$ cat src/rtl/trng_bit_collector_pkg.sv
// Shared constants and the sample-period clamp for the TRNG bit collector.
// Package name is trng_collector_pkg; imported by the collector, its interface and the corrector.
package trng_collector_pkg;

    localparam int SAMPLE_CNT_MIN = 17;
    localparam int WORD_W         = 16;
    localparam int RWC_W          = 5;

    // The floor keeps each word on data_in16bit for the consumer's 16-cycle serial scan.
    function automatic logic [31:0] eff_period(input logic [31:0] sample_cnt);
        return (sample_cnt < 32'(SAMPLE_CNT_MIN)) ? 32'(SAMPLE_CNT_MIN) : sample_cnt;
    endfunction

endpackage

$ cat src/rtl/trng_bit_collector_if.sv
// Word hand-off between the bit collector and the autocorrelation/CRNGT chain.
interface trng_bit_collector_if;
    import trng_collector_pkg::*;

    logic [WORD_W-1:0] data_in16bit;
    logic              valid_16bit;
    logic              accum_enough_bits;
    logic [RWC_W-1:0]  round_word_cnt;
    logic              autocorr_finish_curr;

    modport master (
        output data_in16bit, valid_16bit, accum_enough_bits, round_word_cnt,
        input  autocorr_finish_curr
    );

    modport slave (
        input  data_in16bit, valid_16bit, accum_enough_bits, round_word_cnt,
        output autocorr_finish_curr
    );

endinterface

$ cat src/rtl/trng_vn_corrector.sv
// Von Neumann corrector: pairs samples, 01 -> 0, 10 -> 1, 00/11 dropped.
// Only built when TRNG_VN_CORRECTOR_EN is defined.
`ifdef TRNG_VN_CORRECTOR_EN
module trng_vn_corrector (
    input  logic rng_clk,
    input  logic rst_n,
    input  logic clr,
    input  logic smp_stb,
    input  logic smp_bit,
    output logic acc_stb,
    output logic acc_bit
);

    logic have_q;
    logic first_q;

    always_ff @(posedge rng_clk or negedge rst_n) begin
        if (!rst_n) begin
            have_q  <= 1'b0;
            first_q <= 1'b0;
        end else if (clr) begin
            have_q  <= 1'b0;
        end else if (smp_stb) begin
            have_q <= !have_q;
            if (!have_q) first_q <= smp_bit;
        end
    end

    assign acc_stb = smp_stb && !clr && have_q && (first_q != smp_bit);
    assign acc_bit = first_q;

endmodule
`endif

$ cat src/rtl/trng_bit_collector.sv
// Samples the synchronized ring-oscillator bit into 16-bit words and tracks autocorrelation rounds.
// Define TRNG_VN_CORRECTOR_EN to insert the von Neumann corrector ahead of the shift register.
module trng_bit_collector
    import trng_collector_pkg::*;
#(
    parameter int ROUND_WORDS  = 12,
    parameter int SAMPLE_CNT_W = 16
) (
    input  logic                    rng_clk,
    input  logic                    rst_n,
    input  logic                    rnd_src_en,
    input  logic                    rst_trng_logic,
    input  logic                    raw_bit,
    input  logic [SAMPLE_CNT_W-1:0] sample_cnt,
    input  logic                    auto_correlate_bypass,
    trng_bit_collector_if.master    col
);

    logic [SAMPLE_CNT_W-1:0] period_m1;
    logic [SAMPLE_CNT_W-1:0] cnt_q, cnt_cur, cnt_d;
    logic                    run_q;
    logic                    clr_src;
    logic                    stall;
    logic                    smp_stb;
    logic                    acc_stb;
    logic                    acc_bit;
    logic [WORD_W-2:0]       sh_q;
    logic [3:0]              fill_q;
    logic [WORD_W-1:0]       data_q;
    logic                    valid_q;
    logic                    accum_q;
    logic [RWC_W-1:0]        rwc_q;
    logic [RWC_W-1:0]        rwc_base;
    logic [RWC_W-1:0]        rwc_inc;
    logic                    round_full;
    logic                    word_done;

    assign period_m1 = SAMPLE_CNT_W'(eff_period(32'(sample_cnt)) - 32'd1);
    assign clr_src   = !rnd_src_en || rst_trng_logic;
    assign stall     = accum_q;

    // run_q low means the counter has not started yet, so it reads as freshly loaded.
    assign cnt_cur = run_q ? cnt_q : period_m1;
    assign smp_stb = !clr_src && !stall && (cnt_cur == '0);

    always_comb begin
        cnt_d = cnt_cur;
        if (clr_src || smp_stb) begin
            cnt_d = period_m1;
        end else if (!stall) begin
            cnt_d = cnt_cur - SAMPLE_CNT_W'(1);
        end
    end

    always_ff @(posedge rng_clk or negedge rst_n) begin
        if (!rst_n) begin
            run_q <= 1'b0;
            cnt_q <= '0;
        end else begin
            run_q <= !clr_src;
            cnt_q <= cnt_d;
        end
    end

`ifdef TRNG_VN_CORRECTOR_EN
    trng_vn_corrector u_vn (
        .rng_clk (rng_clk),
        .rst_n   (rst_n),
        .clr     (clr_src || stall),
        .smp_stb (smp_stb),
        .smp_bit (raw_bit),
        .acc_stb (acc_stb),
        .acc_bit (acc_bit)
    );
`else
    assign acc_stb = smp_stb;
    assign acc_bit = raw_bit;
`endif

    // The 16th bit goes straight into the output word, so only 15 bits are held here.
    assign word_done = acc_stb && (fill_q == 4'hF);

    always_ff @(posedge rng_clk or negedge rst_n) begin
        if (!rst_n) begin
            sh_q    <= '0;
            fill_q  <= '0;
            data_q  <= '0;
            valid_q <= 1'b0;
        end else begin
            valid_q <= word_done;
            if (clr_src) begin
                sh_q   <= '0;
                fill_q <= '0;
            end else if (acc_stb) begin
                sh_q   <= {acc_bit, sh_q[WORD_W-2:1]};
                fill_q <= fill_q + 4'd1;
            end
            if (rst_trng_logic) begin
                data_q <= '0;
            end else if (word_done) begin
                data_q <= {acc_bit, sh_q};
            end
        end
    end

    assign rwc_base   = col.autocorr_finish_curr ? '0 : rwc_q;
    assign rwc_inc    = rwc_base + RWC_W'(1);
    assign round_full = (rwc_inc == RWC_W'(ROUND_WORDS));

    always_ff @(posedge rng_clk or negedge rst_n) begin
        if (!rst_n) begin
            rwc_q   <= '0;
            accum_q <= 1'b0;
        end else if (rst_trng_logic) begin
            rwc_q   <= '0;
            accum_q <= 1'b0;
        end else if (word_done) begin
            rwc_q   <= (auto_correlate_bypass && round_full) ? '0 : rwc_inc;
            accum_q <= !auto_correlate_bypass && round_full;
        end else if (col.autocorr_finish_curr) begin
            rwc_q   <= '0;
            accum_q <= 1'b0;
        end
    end

    assign col.data_in16bit      = data_q;
    assign col.valid_16bit       = valid_q;
    assign col.accum_enough_bits = accum_q;
    assign col.round_word_cnt    = rwc_q;

endmodule
$ cat src/flat_wrapper.sv
// flat-port wrapper written by rule: the top's interface ports become plain ports
module trng_bit_collector_flat import trng_collector_pkg::*;
#(
    parameter int ROUND_WORDS  = 12,
    parameter int SAMPLE_CNT_W = 16
)
  (rng_clk, rst_n, rnd_src_en, rst_trng_logic, raw_bit, sample_cnt, auto_correlate_bypass, col_data_in16bit, col_valid_16bit, col_accum_enough_bits, col_round_word_cnt, col_autocorr_finish_curr);
  trng_bit_collector_if col_i ();
  input  logic rng_clk;
  input  logic rst_n;
  input  logic rnd_src_en;
  input  logic rst_trng_logic;
  input  logic raw_bit;
  input  logic [SAMPLE_CNT_W-1:0] sample_cnt;
  input  logic auto_correlate_bypass;
  output wire logic [$bits(col_i.data_in16bit)-1:0] col_data_in16bit;
  output wire logic [$bits(col_i.valid_16bit)-1:0] col_valid_16bit;
  output wire logic [$bits(col_i.accum_enough_bits)-1:0] col_accum_enough_bits;
  output wire logic [$bits(col_i.round_word_cnt)-1:0] col_round_word_cnt;
  input wire logic [$bits(col_i.autocorr_finish_curr)-1:0] col_autocorr_finish_curr;
  assign col_data_in16bit = col_i.data_in16bit;
  assign col_valid_16bit = col_i.valid_16bit;
  assign col_accum_enough_bits = col_i.accum_enough_bits;
  assign col_round_word_cnt = col_i.round_word_cnt;
  assign col_i.autocorr_finish_curr = col_autocorr_finish_curr;
  trng_bit_collector #(.ROUND_WORDS(ROUND_WORDS), .SAMPLE_CNT_W(SAMPLE_CNT_W)) u_core (.rng_clk(rng_clk), .rst_n(rst_n), .rnd_src_en(rnd_src_en), .rst_trng_logic(rst_trng_logic), .raw_bit(raw_bit), .sample_cnt(sample_cnt), .auto_correlate_bypass(auto_correlate_bypass), .col(col_i));
endmodule
$ cat config.mk
export PLATFORM = sky130hd
export DESIGN_NAME = trng_bit_collector_flat
export DESIGN_NICKNAME = d
export VERILOG_FILES = /design/src/rtl/trng_bit_collector_pkg.sv /design/src/rtl/trng_bit_collector_if.sv /design/src/rtl/trng_vn_corrector.sv /design/src/rtl/trng_bit_collector.sv /design/src/flat_wrapper.sv
export SDC_FILE = /design/constraint.sdc
export NUM_CORES = 1
export LEC_CHECK = 0
export BUFFER_PORTS_ARGS = -buffer_cell sky130_fd_sc_hd__buf_2
export CAP_MARGIN = 5
export CORE_MARGIN = 2
export CORE_UTILIZATION = 40
export DETAILED_ROUTE_END_ITERATION = 12
export PLACE_DENSITY = 0.57
export RECOVER_POWER = 100
export SLEW_MARGIN = 30
export SYNTH_ARGS = -nofsm -noshare
export SYNTH_HDL_FRONTEND = slang
export SYNTH_SLANG_ARGS = --single-unit
$ cat constraint.sdc
create_clock -name rng_clk -period 4.7 [get_ports rng_clk]
set_input_delay 0 -clock rng_clk [delete_from_list [all_inputs] [get_ports rng_clk]]
set_output_delay 0 -clock rng_clk [all_outputs]
set_load 0.01 [all_outputs]
==> results of run 1 <==
[flip-flops by register name (all words and copies together), names as in the netlist]
| register | flops |
|---|---|
| u_core.col.valid_16bit | 1 |
| u_core.col.round_word_cnt | 5 |
| u_core.cnt_q | 16 |
| u_core.run_q | 1 |
| u_core.sh_q | 15 |
| u_core.col.accum_enough_bits | 1 |
| u_core.col.data_in16bit | 16 |
| u_core.fill_q | 4 |
[how the worst max path moves through the flow]
stage | startpoint | endpoint | slack [ns]
final | sample_cnt[3] | u_core.fill_q[3] | 0.39
after global routing | sample_cnt[3] | u_core.fill_q[3] | 0.13
after CTS | sample_cnt[3] | u_core.col.round_word_cnt[4] | 0.49
after detailed placement | sample_cnt[3] | u_core.col.round_word_cnt[4] | 0.13
after global placement | sample_cnt[3] | u_core.col.round_word_cnt[4] | 0.22
after floorplan | sample_cnt[13] | u_core.col.round_word_cnt[4] | 0.12
[layout make-up]
type	count	area (um^2)
timing repair buffer	63	332
clock inverter	5	100
fill	926	4860
multi-input combinational	333	2070
inverter	21	78.8
tap	111	139
sequential	59	1480
clock buffer	11	141
[critical path, delay by kind of cell]
| family | cells | cell delay, ns |
|---|---|---|
| simple gates | 8 | 3.08 |
| compound gates | 4 | 1.13 |
| fa+ha+maj | 1 | 0.15 |
| buf+inv | 1 | 0.14 |
[cell usage after synthesis, types with 9 or more instances]
master / count
nor3_1: 14
xnor2_1: 12
clkbuf_1: 22
dfrtp_1: 59
nor4_1: 9
o21ai_0: 59
o211ai_1: 9
nand3_1: 36
a21oi_1: 22
nor2b_1: 10
nor2_1: 20
inv_1: 20
nand2_1: 24
[cells by family (layout without fill, tap and decap cells)]
family,after synthesis,after routing
XOR/XNOR,15,15
flip-flops,59,59
AO/OA/AOI/OAI,144,144
multiplexers,9,9
buffers and inverters,52,100
AND/OR/NAND/NOR,159,159
adder cells (fa/ha/maj),6,6
[power by group through the flow]
stage / sequential (mW) / combinational (mW) / clock, mW
final: 0.531 / 0.158 / 0.565
after global routing: 0.532 / 0.179 / 0.601
after CTS: 0.530 / 0.160 / 0.583
after detailed placement: 0.540 / 0.157 / 0
after global placement: 0.540 / 0.155 / 0
after floorplan: 0.537 / 0.102 / 0
[routing by layer]
layer | GRT usage (%) | share of wire, % | up-vias
met3 | 3.33 | 3.3 | 14
met4 | 6.86 | 1.4 | 0
li1 | - | - | 1717
met5 | 0 | 0 | -
met1 | 27.0 | 48 | 1673
met2 | 31.1 | 47 | 72
[what timing repair did]
item | CTS | global route
hold buffers | 3 | 0
hold endpoints to repair | 62 | 0
resized for setup | 0 | 0
==> impl_metrics.env, run 1 <==
export IMPL_status="finished with violations"
export IMPL_violations="max-capacitance violations, max-slew violations"
export IMPL_dp_cells=584
export IMPL_drc_errors=0
export IMPL_hold_class="input pin to register"
export IMPL_worstMarginPinSlew_ns=3.21
export IMPL_worstHoldEndpoint="u_core.col.round_word_cnt[3]"
export IMPL_slowest_stage="or4_4"
export IMPL_design_die_area_um2=10200
export IMPL_netlist_area_um2=3770
export IMPL_synthAdderAreaFrac_pct=1.99
export IMPL_yosysWarnings=0
export IMPL_ys_ff_latch=59
export IMPL_first_global_vias=3317
export IMPL_detailed_place_area_um2=4100
export IMPL_synthesis_nets=473
export IMPL_internal_power_uw=946
export IMPL_ys_seq_area_share_pct=39.2
export IMPL_fin_tns_setup_ns=0
export IMPL_fin_nets=516
export IMPL_wire_per_inst_um=15.6
export IMPL_grt_antenna_before_repair=0
export IMPL_slew_headroom_pct=-114
export IMPL_syn_instance_count=444
export IMPL_syn_mean_instance_area_um2=8.49
export IMPL_rsz0062_at_grt="no"
export IMPL_grt_pass1_wl_um=16000
export IMPL_rows=35
export IMPL_cp_slowest_stage_delay_ns=0.62
export IMPL_drive_gt1_share_pct=12.4
export IMPL_hold_path_depth=4
export IMPL_min_period_over_period_pct=91.7
export IMPL_synth_top_cell_by_area="dfrtp_1"
export IMPL_p_per_area_nw_per_um2=289
export IMPL_cts_sinks=59
export IMPL_ff2ff_setup_slack_ns=1.05
export IMPL_layout_common_cells="o21ai_0 (60), dfrtp_1 (59), nand3_1 (36)"
export IMPL_place_gp_congestion=0.847
export IMPL_max_cap_violations=1
export IMPL_fp_dieW_um=101
export IMPL_path_max_fanout=18
export IMPL_crit_required_ns=4.92
export IMPL_hpwl_um=6660
export IMPL_htreeDepth=3
export IMPL_ys_types=61
export IMPL_final_common_cell="o21ai_0"
export IMPL_core_area_um2=9200
export IMPL_cts_buffers_inserted=9
export IMPL_synth_area_leaders="dfrtp_1 (39%), o21ai_0 (7.8%), nand3_1 (4.8%)"
export IMPL_synthMuxAreaShare_pct=2.46
export IMPL_insertion_delay_ns=0.33
export IMPL_worstPathCellList="buf_2 > or4_4 > nand2_1 > nand2_1 > nand2_1 > ha_1 > or3b_2 > o21ai_0 > o21ai_0 > o41a_1 > or4_4 > or2_0 > and2_1 > a211o_1"
export IMPL_hold_start="col_autocorr_finish_curr"
export IMPL_postLayoutSetupSlackWorst_ns=0.391
export IMPL_grt_use_total_pct=19.6
export IMPL_cts_clk_slew_worst_paths_ns=0.07
export IMPL_ant_nets=0
export IMPL_instances_no_fill=603
export IMPL_synth_compound_area_share_pct=24.0
export IMPL_num_io_pins=46
export IMPL_ctsLongestPathBuffers=2
export IMPL_cts_root_buffer="clkbuf_8"
export IMPL_gr_total_overflow=0
export IMPL_cts_setup_buffers=0
export IMPL_end_kind="register"
export IMPL_routed_wl_um=9410
export IMPL_dr_pass1_iters=5
export IMPL_synth_top_family_by_area="compound AO/OA/AOI/OAI gates"
export IMPL_synth_top_area_share_pct=39.2
export IMPL_ir_worst_vdd_mv=0.188
export IMPL_final_setup_skew_ns=0.00713
export IMPL_ys_dominant_reg_cell="dfrtp_1"
export IMPL_worstSetupPathType="input pin to register"
export IMPL_initial_core_util_pct=41.0
export IMPL_startpoint_type="input pin"
export IMPL_p_sw_uw=308
export IMPL_finalSetupViolations=0
export IMPL_synth_xor_area_share_pct=3.49
export IMPL_fmax_ghz=0.232
export IMPL_r2r_start="u_core.run_q"
export IMPL_pwr_share_clk_pct=45.1
export IMPL_drt_iter0_drc=140
export IMPL_die_height_um=101
export IMPL_portBuffers=45
export IMPL_cp_arrival_ns=4.53
export IMPL_hold_viol_final=0
export IMPL_report_final_slew_viol_count=60
export IMPL_hold_ws_ns=0.0168
export IMPL_antenna_cells=0
export IMPL_combinationalPowerShare_pct=12.6
export IMPL_power_leakage_nw=1.67
export IMPL_total_power_mw=1.25
export IMPL_num_vias=3476
export IMPL_final_min_clock_period_ns=4.31
export IMPL_path_common_cell="nand2_1"
export IMPL_synth_edf_count=0
export IMPL_r2r_cells=11
export IMPL_power_frac_seq_pct=42.3
export IMPL_drt_vias_per_instance=5.76
export IMPL_synthArstFlopShare_pct=100
export IMPL_stdcell_area_um2=4340
export IMPL_yosys_area_share_simple_pct=23.0
export IMPL_preCtsSetupSlack_ns=0.129
export IMPL_p_sw_share_pct=24.6
export IMPL_area_delta_synth_final_pct=15.1
export IMPL_final_util_pct=47.2
export IMPL_grt_max_degree=60
export IMPL_timing_rr_end="u_core.fill_q[3]"
export IMPL_cts_tree="done"
Power figures use the tool's default switching activity.
==> inputs of run 2 (changes only) <==
==> constraint.sdc (replaced) <==
create_clock -name rng_clk -period 4.3 [get_ports rng_clk]
set_input_delay 0 -clock rng_clk [delete_from_list [all_inputs] [get_ports rng_clk]]
set_output_delay 0 -clock rng_clk [all_outputs]
set_load 0.01 [all_outputs]
==> impl_metrics.env, run 2 (synthesized netlist as in run 1, its figures left out) <==
export IMPL_num_vias=3495
export IMPL_design_die_area_um2=10200
export IMPL_cts_tree="done"
export IMPL_portBuffers=45
export IMPL_cp_arrival_ns=4.13
export IMPL_rows=35
export IMPL_end_kind="register"
export IMPL_final_common_cell="o21ai_0"
export IMPL_hpwl_um=6750
export IMPL_ir_worst_vdd_mv=0.208
export IMPL_status="finished with violations"
export IMPL_hold_ws_ns=0.0413
export IMPL_gr_total_overflow=0
export IMPL_fmax_ghz=0.258
export IMPL_num_io_pins=46
export IMPL_routed_wl_um=9520
export IMPL_fp_dieW_um=101
export IMPL_finalSetupViolations=0
export IMPL_worstHoldEndpoint="u_core.col.round_word_cnt[3]"
export IMPL_area_delta_synth_final_pct=16.7
export IMPL_ctsLongestPathBuffers=2
export IMPL_path_max_fanout=10
export IMPL_worstMarginPinSlew_ns=3.17
export IMPL_worstSetupPathType="input pin to register"
export IMPL_r2r_cells=10
export IMPL_hold_class="input pin to register"
export IMPL_grt_antenna_before_repair=0
export IMPL_report_final_slew_viol_count=60
export IMPL_p_per_area_nw_per_um2=315
export IMPL_grt_use_total_pct=19.2
export IMPL_first_global_vias=3214
export IMPL_layout_common_cells="o21ai_0 (60), dfrtp_1 (59), nand3_1 (36)"
export IMPL_preCtsSetupSlack_ns=0.183
export IMPL_r2r_start="u_core.run_q"
export IMPL_grt_pass1_wl_um=15600
export IMPL_cts_setup_buffers=0
export IMPL_max_cap_violations=1
export IMPL_worstPathCellList="buf_2 > or4_4 > nand2_1 > nand2_1 > nand2_1 > ha_1 > buf_4 > nor3b_1 > nand4_1 > mux2_1 > o31ai_1 > nand4_1 > or4_4 > or3_1 > a21boi_0"
export IMPL_wire_per_inst_um=15.7
export IMPL_initial_core_util_pct=41.0
export IMPL_crit_family="simple AND/OR/NAND/NOR gates"
export IMPL_antenna_cells=0
export IMPL_wl_met1_um=4530
export IMPL_core_area_um2=9200
export IMPL_cts_sinks=59
export IMPL_startpoint_type="input pin"
export IMPL_fin_tns_setup_ns=0
export IMPL_hold_viol_final=0
export IMPL_route_met3_wl_um=323
export IMPL_cts_root_buffer="clkbuf_8"
export IMPL_drt_iter0_drc=136
export IMPL_place_gp_congestion=0.854
export IMPL_total_power_mw=1.38
export IMPL_htreeDepth=3
export IMPL_crit_required_ns=4.55
export IMPL_drive_gt1_share_pct=13.5
export IMPL_ff2ff_setup_slack_ns=1.01
export IMPL_route_met2_wl_um=4590
export IMPL_postLayoutSetupSlackWorst_ns=0.421
export IMPL_timing_rr_end="u_core.col.round_word_cnt[4]"
export IMPL_dr_max_layer_used="met4"
export IMPL_final_min_clock_period_ns=3.88
export IMPL_fillers=911
export IMPL_final_util_pct=47.8
export IMPL_rsz0062_at_grt="no"
export IMPL_cts_buffers_inserted=9
export IMPL_slew_headroom_pct=-111
export IMPL_slowest_stage="or4_4"
export IMPL_dr_pass1_iters=4
export IMPL_crit_buf_inv=2
export IMPL_cts_clk_slew_worst_paths_ns=0.07
export IMPL_drt_vias_per_instance=5.76
export IMPL_grt_max_degree=60
export IMPL_power_leakage_nw=1.69
export IMPL_cp_slowest_stage_delay_ns=0.61
export IMPL_path_common_cell="nand2_1"
export IMPL_hold_path_depth=4
export IMPL_cts_resized=0
export IMPL_min_period_over_period_pct=90.2
export IMPL_drc_errors=0
export IMPL_fin_nets=520
export IMPL_ant_nets=0
export IMPL_hold_start="col_autocorr_finish_curr"
export IMPL_insertion_delay_ns=0.33
export IMPL_violations="max-capacitance violations, max-slew violations"
export IMPL_final_setup_skew_ns=0.00823
export IMPL_holdBufCountCts=3
export IMPL_die_height_um=101
==> run 2: where the power goes <==
part	total [mW]	internal [mW]	switching, mW
clock	0.628	0.402	0.226
sequential	0.580	0.569	0.0117
combinational	0.177	0.0679	0.109
==> run 2: layout make-up <==
type	count	area, um^2	area share [%]
multi-input combinational	333	2090	47.6
clock inverter	6	113	2.56
sequential	59	1480	33.6
timing repair buffer	67	362	8.22
inverter	21	78.8	1.79
tap	111	139	3.16
clock buffer	10	138	3.13
==> run 2: tightest hold or removal path: stages <==
cell and delay (ns):
buf_2 0.12, nor2_1 0.07, nand2_1 0.06, o21ai_0 0.07
==> run 2: how the worst max path moves through the flow <==
stage	from	endpoint	slack, ns	depth (start not counted)
after global routing	sample_cnt[3]	u_core.col.data_in16bit[3]	0.15	16
after global placement	sample_cnt[3]	u_core.col.round_word_cnt[4]	0.27	14
final	sample_cnt[3]	u_core.col.round_word_cnt[4]	0.42	15
after floorplan	sample_cnt[2]	u_core.col.round_word_cnt[4]	0.04	18
after CTS	sample_cnt[3]	u_core.col.data_in16bit[4]	0.55	16
after detailed placement	sample_cnt[3]	u_core.col.data_in16bit[13]	0.18	16
==> run 2: metrics by stage <==
| step | cell area, um^2 | std cells |
|---|---|---|
| final | 4400 | 607 |
| after global routing | 4400 | 607 |
| after CTS | 4440 | 607 |
| after detailed placement | 4160 | 588 |
| after global placement | 4160 | 588 |
| after floorplan | 3810 | 444 |
==> run 2: metal layers <==
metal / GRT usage, % / up-vias
met3: 3.54 / 7
li1: - / 1731
met2: 31.7 / 75
met5: 0 / -
met4: 4.99 / 0
met1: 26.0 / 1682
